$ cat config.mk
export PLATFORM = sky130hd
export DESIGN_NAME = shift_sequencer
export DESIGN_NICKNAME = d
export VERILOG_FILES = /design/src/rtl/shift_seq_pkg.sv /design/src/rtl/shift_sequencer_rr_arb2.sv /design/src/rtl/shift_sequencer.sv
export SDC_FILE = /design/constraint.sdc
export NUM_CORES = 1
export LEC_CHECK = 0
export CAP_MARGIN = 10
export CORE_AREA = 2 2 69 45
export DETAILED_ROUTE_END_ITERATION = 12
export DIE_AREA = 0 0 71 47
export PLACE_DENSITY = 0.9
export SLEW_MARGIN = 10
export SYNTH_ARGS = -nofsm -noshare
export SYNTH_HDL_FRONTEND = slang
export SYNTH_SLANG_ARGS = --single-unit
export TNS_END_PERCENT = 50
$ cat constraint.sdc
create_clock -name clk -period 3.9 [get_ports clk]
set_input_delay 0.39 -clock clk [delete_from_list [all_inputs] [get_ports clk]]
set_output_delay 0.39 -clock clk [all_outputs]
set_load 0.02 [all_outputs]
$ cat src/rtl/shift_seq_pkg.sv
// shift_seq_pkg: shared types and constants for the shift sequencer
//   state_t      controller state (IDLE, RUN, DONE)
//   MODE_*       shifter Mode codes; 110/111 are reserved and passed through
//   *_DEF        default widths for operand, Mode and step count
package shift_seq_pkg;
    localparam int WIDTH_DEF  = 4;
    localparam int MODE_W_DEF = 3;
    localparam int CNT_W_DEF  = 3;
    typedef enum logic [1:0] {IDLE, RUN, DONE} state_t;
    localparam logic [2:0] MODE_HOLD = 3'b000;
    localparam logic [2:0] MODE_SHL  = 3'b001;
    localparam logic [2:0] MODE_SHR  = 3'b010;
    localparam logic [2:0] MODE_SAR  = 3'b011;
    localparam logic [2:0] MODE_ROL  = 3'b100;
    localparam logic [2:0] MODE_ROR  = 3'b101;
endpackage

$ cat src/rtl/shift_sequencer_rr_arb2.sv
// rr_arb2: two-way round-robin grant
//   req_valid   in  2  request bits
//   last_grant  in  1  requester granted most recently
//   grant       out 2  one-hot grant (or 00 when nothing is requested)
module rr_arb2 (
    input  logic [1:0] req_valid,
    input  logic       last_grant,
    output logic [1:0] grant
);
    // On a tie the requester that was not served last wins.
    assign grant = (&req_valid) ? (last_grant ? 2'b01 : 2'b10) : req_valid;
endmodule

$ cat src/rtl/shift_sequencer.sv
// shift_sequencer: multi-step controller for an external single-step shifter
//   req_valid/req_ready     per-requester request handshake (2 requesters)
//   req_data*/mode*/cnt*    operand, shifter Mode, step count per requester
//   sh_a/sh_mode/sh_r       connection to the combinational shifter
//   resp_valid/resp_ready   response handshake; resp_data/resp_id hold the result
//   busy                    high while a request is running or awaiting pickup
import shift_seq_pkg::*;

module shift_sequencer #(
    parameter int WIDTH  = WIDTH_DEF,
    parameter int MODE_W = MODE_W_DEF,
    parameter int CNT_W  = CNT_W_DEF
) (
    input  logic              clk,
    input  logic              rst,
    input  logic [1:0]        req_valid,
    output logic [1:0]        req_ready,
    input  logic [WIDTH-1:0]  req_data0,
    input  logic [MODE_W-1:0] req_mode0,
    input  logic [CNT_W-1:0]  req_cnt0,
    input  logic [WIDTH-1:0]  req_data1,
    input  logic [MODE_W-1:0] req_mode1,
    input  logic [CNT_W-1:0]  req_cnt1,
    output logic [WIDTH-1:0]  sh_a,
    output logic [MODE_W-1:0] sh_mode,
    input  logic [WIDTH-1:0]  sh_r,
    output logic              resp_valid,
    input  logic              resp_ready,
    output logic [WIDTH-1:0]  resp_data,
    output logic              resp_id,
    output logic              busy
);
    state_t            state;
    logic              last_grant;
    logic [CNT_W-1:0]  cnt;
    logic [1:0]        grant;
    logic              sel;
    logic [WIDTH-1:0]  in_data;
    logic [MODE_W-1:0] in_mode;
    logic [CNT_W-1:0]  in_cnt;

    rr_arb2 u_arb (.req_valid(req_valid), .last_grant(last_grant), .grant(grant));

    assign req_ready = (state == IDLE) ? grant : 2'b00;
    assign sel       = req_ready[1];
    assign in_data   = sel ? req_data1 : req_data0;
    assign in_mode   = sel ? req_mode1 : req_mode0;
    assign in_cnt    = sel ? req_cnt1  : req_cnt0;

    // sh_a doubles as the working register; sh_mode carries the Mode only in RUN.
    always_ff @(posedge clk) begin
        if (rst) begin
            state      <= IDLE;
            last_grant <= 1'b1;
            cnt        <= '0;
            sh_a       <= '0;
            sh_mode    <= MODE_W'(MODE_HOLD);
            resp_valid <= 1'b0;
            resp_data  <= '0;
            resp_id    <= 1'b0;
            busy       <= 1'b0;
        end else begin
            case (state)
                IDLE: if (|req_ready) begin
                    sh_a       <= in_data;
                    cnt        <= in_cnt;
                    resp_id    <= sel;
                    last_grant <= sel;
                    busy       <= 1'b1;
                    if (in_cnt != '0) begin
                        state   <= RUN;
                        sh_mode <= in_mode;
                    end else begin
                        state      <= DONE;
                        resp_data  <= in_data;
                        resp_valid <= 1'b1;
                    end
                end
                RUN: begin
                    sh_a <= sh_r;
                    cnt  <= cnt - CNT_W'(1);
                    if (cnt == CNT_W'(1)) begin
                        state      <= DONE;
                        resp_data  <= sh_r;
                        resp_valid <= 1'b1;
                        sh_mode    <= MODE_W'(MODE_HOLD);
                    end
                end
                DONE: if (resp_ready) begin
                    state      <= IDLE;
                    resp_valid <= 1'b0;
                    busy       <= 1'b0;
                end
                default: state <= IDLE;
            endcase
        end
    end
endmodule

==> Word-level counts from Yosys, hierarchy flattened <==
Cells that the tools add are included.
{ "word_totals": {"memories": 0, "mem_bits_ro": 0, "out_inout_bits": 16, "ramBits": 0, "latch_bits": 0, "word_cells": 62, "ff_bits": 20} }
{ "classes": {"n_div": 0, "n_reduce_logical": 14, "eq_ne": 8, "muxes": 30, "magnitude_cmp": 0, "bitwise": 0, "addsub": 1, "shift": 0, "n_mul": 0} }
{ "ops": {"columns": ["op", "n"], "rows": [
  ["$mux W4", 5],
  ["$mux W3", 6],
  ["$pmux W4 S2", 2],
  ["$mux W2", 7],
  ["$pmux W3 S2", 2],
  ["$reduce_and A4 Y1", 2],
  ["$ne A2 B2 Y1 const B", 3],
  ["$pmux W2 S3", 1],
  ["$reduce_and A2 Y1", 3],
  ["$reduce_and A3 Y1", 2],
  ["$reduce_bool A3 Y1", 2],
  ["$mux W1", 5],
  ["$reduce_and A5 Y1", 1],
  ["$ne A2 B1 Y1 const B", 2],
  ["$reduce_bool A2 Y1", 2],
  ["$eq A3 B1 Y1 const B", 1],
  ["$pmux W1 S3", 1],
  ["$sub A3 B1 Y3 const B", 1],
  ["$eq A2 B1 Y1 const B", 1],
  ["$eq A2 B2 Y1 const B", 1],
  ["$logic_not A2 Y1", 1],
  ["$pmux W1 S2", 1],
  ["$reduce_or A2 Y1", 1]
]} }

==> Longest topological paths before layout <==
Gate-level depths: netlist of run 1.
{ "depth": {"word_depth": 8, "ltp_mapped": 7} }

==> Hierarchy <==
Synthesis of run 1 repeated with hierarchy kept, for this count alone.
{ "unflattened": {"cells_unflattened": 152, "area_unflattened_um2": 1253.7} }
{ "modules_own_cells": {"columns": ["module", "cells_per_inst", "instances", "area_per_inst_um2"], "rows": [
  ["shift_sequencer", 149, 1, 1234.9],
  ["rr_arb2", 3, 1, 18.8]
]} }

==> Worst setup path after synthesis of run 1 <==
Ideal clock, no wire load.
{ "synth_timing": {"path_kind": "input port to flip-flop", "startpoint": "input port req_cnt0[0]", "endpoint": "register resp_valid", "n_path_buf": 1, "required_time_ps": 3814, "slack_ps": 2357, "path_stages": 5, "arrival_ps": 1456, "cell_sequence": "or3_4 -> a21o_1 -> a21o_1 -> buf_6 -> a221oi_2"} }
{ "synth_between": {"elab_chain_cells": 4} }
{ "synth_lines": {"columns": ["item", "line_no", "source"], "rows": [
  ["start, declared", "shift_sequencer.sv:20", "input logic [CNT_W-1:0] req_cnt0,"],
  ["$mux W3", "shift_sequencer.sv:48", "assign in_cnt = sel ? req_cnt1 : req_cnt0;"],
  ["$reduce_bool A3 Y1", "shift_sequencer.sv:70", "if (in_cnt != '0) begin"],
  ["$ne A2 B2 Y1 (no source line)", null, null],
  ["$reduce_and A5 Y1 (no source line)", null, null],
  ["end signal, assigned", "shift_sequencer.sv:58", "resp_valid <= 1'b0;"],
  ["end signal, assigned", "shift_sequencer.sv:76", "resp_valid <= 1'b1;"],
  ["end signal, assigned", "shift_sequencer.sv:85", "resp_valid <= 1'b1;"],
  ["end, declared", "shift_sequencer.sv:27", "output logic resp_valid,"]
]} }
No other way between the ends.
A chain may end at the register's enable or synchronous reset.

==> Worst setup path in the final report of run 1 <==
{ "layout_timing": {"startpoint": "input port req_valid[1]", "endpoint": "output port req_ready[1]"} }
{ "layout_between": {"elab_chain_cells": 3} }
{ "layout_lines": {"columns": ["item", "line_no", "source"], "rows": [
  ["start, declared", "shift_sequencer.sv:16", "input logic [1:0] req_valid,"],
  ["$reduce_and A2 Y1", "shift_sequencer_rr_arb2.sv:11", "assign grant = (&req_valid) ? (last_grant ? 2'b01 : 2'b10) : req_valid;"],
  ["$mux W2 (*)", "shift_sequencer_rr_arb2.sv:11", null],
  ["$mux W2 (*)", "shift_sequencer.sv:44", "assign req_ready = (state == IDLE) ? grant : 2'b00;"],
  ["end, declared", "shift_sequencer.sv:17", "output logic [1:0] req_ready,"]
]} }
Mark *: on every way between the ends. The rest lies on a longest branch, timed or not.

==> results of run 1 <==
[power by group through the flow]
stage	Clock (mW)	Combinational (mW)	Sequential (mW)
after floorplan	0	0.169	0.287
after global placement	0	0.281	0.271
after detailed placement	0	0.288	0.273
after CTS	0.135	0.292	0.270
after global routing	0.145	0.319	0.276
final	0.131	0.293	0.270
[final timing paths]
kind,start,to,slack [ps],depth (start not counted)
max,req_valid[1],req_ready[1],880,5
min,sh_mode[2],sh_mode[2],460,2
min reg2reg,sh_mode[2],sh_mode[2],460,2
max reg2reg,state[0],sh_mode[2],1880,5
[final cells by class]
cell class | count | area (um2)
clock buffers | 3 | 41.3
well taps | 34 | 42.5
repair buffers | 44 | 440
inverters | 12 | 45.0
multi-input cells | 106 | 679
flip-flops and latches | 20 | 400
fillers | 222 | 1070
[flip-flops by register name, indices dropped and copies added, names as in the netlist]
name and flops:
resp_data 4, cnt 3, last_grant 1, busy 1, resp_id 1, sh_mode 3, resp_valid 1, state 2
sh_a 4
[per-layer routing]
| layer | global-route usage, % | up-vias | wire (um) | part of all wire, % |
|---|---|---|---|---|
| met5 | 0 | - | 0 | 0 |
| met3 | 5.36 | 2 | 205 | 6.4 |
| met4 | 4.15 | 0 | 8 | 0.25 |
| met2 | 35.0 | 49 | 1560 | 48 |
| met1 | 26.9 | 586 | 1440 | 45 |
| li1 | - | 611 | - | - |
[metrics by stage]
step / setup WS, ps / power, mW / std cells / cell area (um2) / utilization, %
2_1_floorplan: 2360 / 0.455 / 146 / 1170 / -
3_3_place_gp: 1080 / 0.552 / 216 / 1610 / 59.1
3_5_place_dp: 994 / 0.561 / 216 / 1610 / 59.1
4_1_cts: 941 / 0.696 / 219 / 1650 / 60.6
5_1_grt: 749 / 0.739 / 219 / 1650 / 60.6
6_report: 876 / 0.694 / 219 / 1650 / 60.6
[kinds of logic (layout without fill, tap and decap cells)]
| family | after synthesis | after routing |
|---|---|---|
| AOI/OAI and AO/OA | 54 | 54 |
| and+or+nand+nor | 45 | 45 |
| DFF | 20 | 20 |
| buffers and inverters | 20 | 59 |
| muxes | 4 | 4 |
| adders and majority gates | 2 | 2 |
| xor gates and xnor gates | 1 | 1 |
[Yosys cell counts, drive strengths merged (3+ instances only)]
library cell,number
a211o,8
a21oi,11
dfxtp,20
and4,3
mux2i,4
nor2,10
o21ai,10
o22ai,3
nand2,17
a31oi,8
a21o,3
buf,6
nor3,3
inv,12
[worst min-delay path, stage by stage (launching register included)]
cell and delay, ps:
dfxtp_1 310, inv_1 50, o22ai_1 50
==> flow_summary.json, run 1 <==
{
  "status": "finished clean",
  "grt_max_degree": 20,
  "clockBufferDepth": 2,
  "slew_violations": 0,
  "ys_async_sr_fraction_pct": 0,
  "cts_setup_buffers": 0,
  "chipWidth_um": 71,
  "muxShareOfSynthArea_pct": 3.41,
  "p_int_uw": 448,
  "maxSlewHeadroom_pct": 48.4,
  "setup-tns-final_ps": 0,
  "fp-row-count": 15,
  "path_clk_slew_ps": 70,
  "drive_gt1_share_pct": 4.32,
  "insertion_delay_ps": 250,
  "place.gp.congestion": 0.835,
  "start_util_pct": 43.2,
  "worstPathCellList": "clkdlybuf4s50_1, nor3b_4, nand2_1, inv_2, clkdlybuf4s50_1",
  "ys_warn_count": 0,
  "fmax_ghz": 0.331,
  "cp_data_required_time_ps": 3510,
  "synth.area.top_cells": "dfxtp_1, a211o_1, nand2_1",
  "coreArea_mm2": 0.00272,
  "ys_types": 37,
  "critPathMaxStageDelay_ps": 610,
  "ir_drop_v": 0.000235,
  "grt_pass1_wl_um": 5260,
  "portBuffers": 44,
  "synthSimpleGateAreaFrac_pct": 20.4,
  "seqPwrFrac_pct": 38.9,
  "setup_viol": 0,
  "synth_area_leader_cell": "dfxtp_1",
  "grt.total_usage_pct": 20.4,
  "synthXorXnorAreaFrac_pct": 0.745,
  "crit_path_start_kind": "input port",
  "overflow": 0,
  "syn-num-nets": 177,
  "mostFrequentLayoutCells": "clkdlybuf4s50_1, dfxtp_1, nand2_1",
  "final_common_cell": "clkdlybuf4s50_1",
  "cts-resized-gates": 0,
  "cts_root_buffer": "clkbuf_8",
  "critPathKind": "input port to output port",
  "power_density_mw_per_mm2": 421,
  "clkPwrFrac_pct": 18.9,
  "syn_area_mm2": 0.00117,
  "clock_skew_ps": 2.86,
  "drt-pass1-iter-count": 4,
  "synth_top_family_by_area": "compound AO/OA/AOI/OAI gates",
  "cts_buffers": 3,
  "drt-total-wl_um": 3210,
  "worst_pin_slew_ps": 769,
  "num_vias": 1248,
  "antenna_found_initial": 0,
  "hold_viol": 0,
  "ant_nets": 0,
  "syn_area_per_cell_um2": 8.05,
  "nets": 218,
  "cp_common_cell": "clkdlybuf4s50_1",
  "power_leakage_nw": 0.658,
  "power_switching_uw": 246,
  "tritoncts": "built",
  "cp_slowest_cell": "clkdlybuf4s50_1",
  "rsz0062_at_grt": "no",
  "post-dp-hpwl_um": 2370,
  "synth_edf_count": 0,
  "grt_pass1_vias": 1160,
  "max-cap-violations": 0,
  "cp_num_buf_inv": 3,
  "synth_seq_area_share_pct": 34.1,
  "synth_compound_area_share_pct": 31.1,
  "holdWs_ps": 457,
  "die_area_mm2": 0.00334,
  "io_pins": 45,
  "post-route-period-util_pct": 77.5,
  "vias_per_cell": 5.70,
  "drt_iter0_drc": 78,
  "cts_hold_buffers": 0,
  "swShare_pct": 35.4,
  "worstPathArrival_ps": 2630,
  "path_max_fanout": 15,
  "layout_min_cycle_time_ps": 3020,
  "netlist_instances": 146,
  "synth-seq-cells": 20,
  "critical_path.top_delay_family": "buffers and inverters",
  "wl_per_cell_um": 14.7,
  "diodes": 0,
  "pwr-share-comb_pct": 42.2,
  "cts-htree-levels": 1,
  "drc": 0,
  "cts_sinks": 20,
  "hold_path.class": "flop to flop",
  "synthAdderAreaFrac_pct": 2.13,
  "end_kind": "output port",
  "die_h_um": 47,
  "areaGrowthSynthToFinish_pct": 40.4,
  "netlist.area_leader.share_pct": 34.1,
  "ys.flop_type": "dfxtp_1"
}
Note: power is estimated with default switching activity, not from simulation.
==> run 2: changes to the inputs <==
--- a/config.mk
+++ b/config.mk
@@ -6,10 +6,10 @@
 export NUM_CORES = 1
 export LEC_CHECK = 0
 export CAP_MARGIN = 10
-export CORE_AREA = 2 2 69 45
+export CORE_AREA = 2 2 74 48
 export DETAILED_ROUTE_END_ITERATION = 12
-export DIE_AREA = 0 0 71 47
-export PLACE_DENSITY = 0.9
+export DIE_AREA = 0 0 76 50
+export PLACE_DENSITY = 0.84
 export SLEW_MARGIN = 10
 export SYNTH_ARGS = -nofsm -noshare
 export SYNTH_HDL_FRONTEND = slang
==> constraint.sdc (replaced) <==
create_clock -name clk -period 2.65 [get_ports clk]
set_input_delay 0.265 -clock clk [delete_from_list [all_inputs] [get_ports clk]]
set_output_delay 0.265 -clock clk [all_outputs]
set_load 0.02 [all_outputs]
==> run 2 against run 1 <==
Against the previous run:
- total power up 55%
- critical endpoint unchanged
- count of clock-buffer cells in the layout increased by 1
- combinational power is 51% higher
- register-to-register slack worse by 1100 ps
- critical path type unchanged
- final cell count up 6.8%
- worst setup slack worse by 530 ps
- largest power group unchanged
- first-iteration DRC count rose by 37%
- wire length increased by 5.5%
- global-route usage is 1.5 points lower
- sequential power grew 47%
- highest routed layer unchanged
==> flow_summary.json, run 2 (same netlist as run 1, synthesis figures left out) <==
{
  "cts_hold_buffers": 0,
  "reg2reg_from": "state[0]",
  "met2WireLength_um": 1540,
  "start_util_pct": 37.9,
  "ir_drop_v": 0.000299,
  "final_common_cell": "clkdlybuf4s50_1",
  "clockBufferDepth": 2,
  "cts_buffers": 3,
  "num_vias": 1274,
  "power_leakage_nw": 0.680,
  "tritoncts": "built",
  "insertion_delay_ps": 260,
  "cts_sinks": 20,
  "die_h_um": 50,
  "worstPathCellList": "clkdlybuf4s50_1, nor3b_4, nand2_1, inv_2, clkdlybuf4s50_1",
  "cp_data_required_time_ps": 2380,
  "pre_cts_slack_ps": 380,
  "drc": 0,
  "met3WireLength_um": 290,
  "path_max_fanout": 7,
  "antenna_found_initial": 0,
  "final_area_mm2": 0.00170,
  "crit_path_start_kind": "input port",
  "maxSlewHeadroom_pct": 49.3,
  "worstPathArrival_ps": 2030,
  "drt_iter0_drc": 107,
  "fp-row-count": 16,
  "grt_pass1_wl_um": 5730,
  "grt.total_usage_pct": 18.9,
  "drt-pass1-iter-count": 4,
  "cp_common_cell": "clkdlybuf4s50_1",
  "end_kind": "output port",
  "rsz0062_at_grt": "no",
  "critPathMaxStageDelay_ps": 610,
  "reg_top3": "resp_data (4), sh_a (4)",
  "wl_per_cell_um": 14.5,
  "status": "finished clean",
  "drt-total-wl_um": 3390,
  "areaGrowthSynthToFinish_pct": 44.6,
  "layout_min_cycle_time_ps": 2300,
  "hold_viol": 0,
  "ant_nets": 0,
  "holdCritStartpoint": "sh_a[1]",
  "post-route-period-util_pct": 86.8,
  "cts_root_buffer": "clkbuf_8",
  "place.gp.congestion": 0.842,
  "critPathKind": "input port to output port",
  "io_pins": 45,
  "mostFrequentLayoutCells": "clkdlybuf4s50_1, dfxtp_1, nand2_1",
  "overflow": 0,
  "slew_violations": 0,
  "clock_skew_ps": 3.12,
  "grt_max_degree": 18,
  "max-cap-violations": 0,
  "setup-tns-final_ps": 0,
  "nets": 221,
  "highest_layer": "met4",
  "drive_gt1_share_pct": 6.35,
  "fmax_ghz": 0.435,
  "path_clk_slew_ps": 70,
  "die_area_mm2": 0.00380,
  "setup_ws_ps": 351,
  "vias_per_cell": 5.44,
  "cts_setup_buffers": 0,
  "startpoint": "req_valid[1]",
  "cts-resized-gates": 0,
  "coreArea_mm2": 0.00310,
  "cts-htree-levels": 1,
  "chipWidth_um": 76,
  "drt-met1-wl_um": 1520,
  "post-dp-hpwl_um": 2560,
  "cp_slowest_cell": "clkdlybuf4s50_1",
  "placed_area_mm2": 0.00164,
  "diodes": 0,
  "fillers": 292,
  "grt_pass1_vias": 1233,
  "power_density_mw_per_mm2": 633,
  "worst_pin_slew_ps": 755,
  "setup_viol": 0,
  "cp_num_buf_inv": 3,
  "portBuffers": 44,
  "critical_path.top_delay_family": "buffers and inverters",
  "hold_path.class": "flop to flop"
}
-- run 2: changes by cell type in the layout (fill, tap and decap cells not counted) --
cell / before / now
buf_4: 0 / 3
clkbuf_8: 3 / 4
-- run 2: worst paths after layout --
path             endpoint  slack, ps  cells after the start
min reg2reg       sh_a[1]        460                      2
min               sh_a[1]        460                      2
max reg2reg    sh_mode[2]        760                      4
max          req_ready[1]        350                      5
-- run 2: worst reg2reg max path, cell delays in order (launching register included) --
cell      delay (ps)
dfxtp_1          720
nand3b_1         170
a21o_1           220
a221oi_1         490
o22ai_1          150
-- run 2: area by class of cell --
class | count | area [um2] | area share (%)
Tap cell | 45 | 56.3 | 3.31
Sequential cell | 20 | 400 | 23.6
Clock buffer | 4 | 55.1 | 3.24
Timing Repair Buffer | 47 | 463 | 27.2
Multi-Input combinational cell | 106 | 679 | 40.0
Inverter | 12 | 45.0 | 2.65
-- run 2: power by group --
group	leakage, nW	switching (mW)	internal, mW	total [mW]
registers	0.165	0.0456	0.351	0.397
clock network	0.0288	0.104	0.132	0.236
logic	0.486	0.230	0.214	0.443
-- run 2: through the flow --
| step | cells | power (mW) | hold slack (ps) | utilization, % |
|---|---|---|---|---|
| after floorplan | 146 | 0.670 | 358 | - |
| after global placement | 230 | 0.826 | 442 | 53.0 |
| after detailed placement | 230 | 0.837 | 444 | 53.0 |
| after CTS | 234 | 1.07 | 459 | 54.8 |
| after global routing | 234 | 1.14 | 475 | 54.8 |
| final | 234 | 1.08 | 456 | 54.8 |
-- run 2: layer usage --
metal / vias to the layer above / GRT usage [%]
met5: - / 0
met4: 0 / 4.24
met3: 6 / 6.41
met2: 60 / 31.1
met1: 589 / 24.3
li1: 619 / -
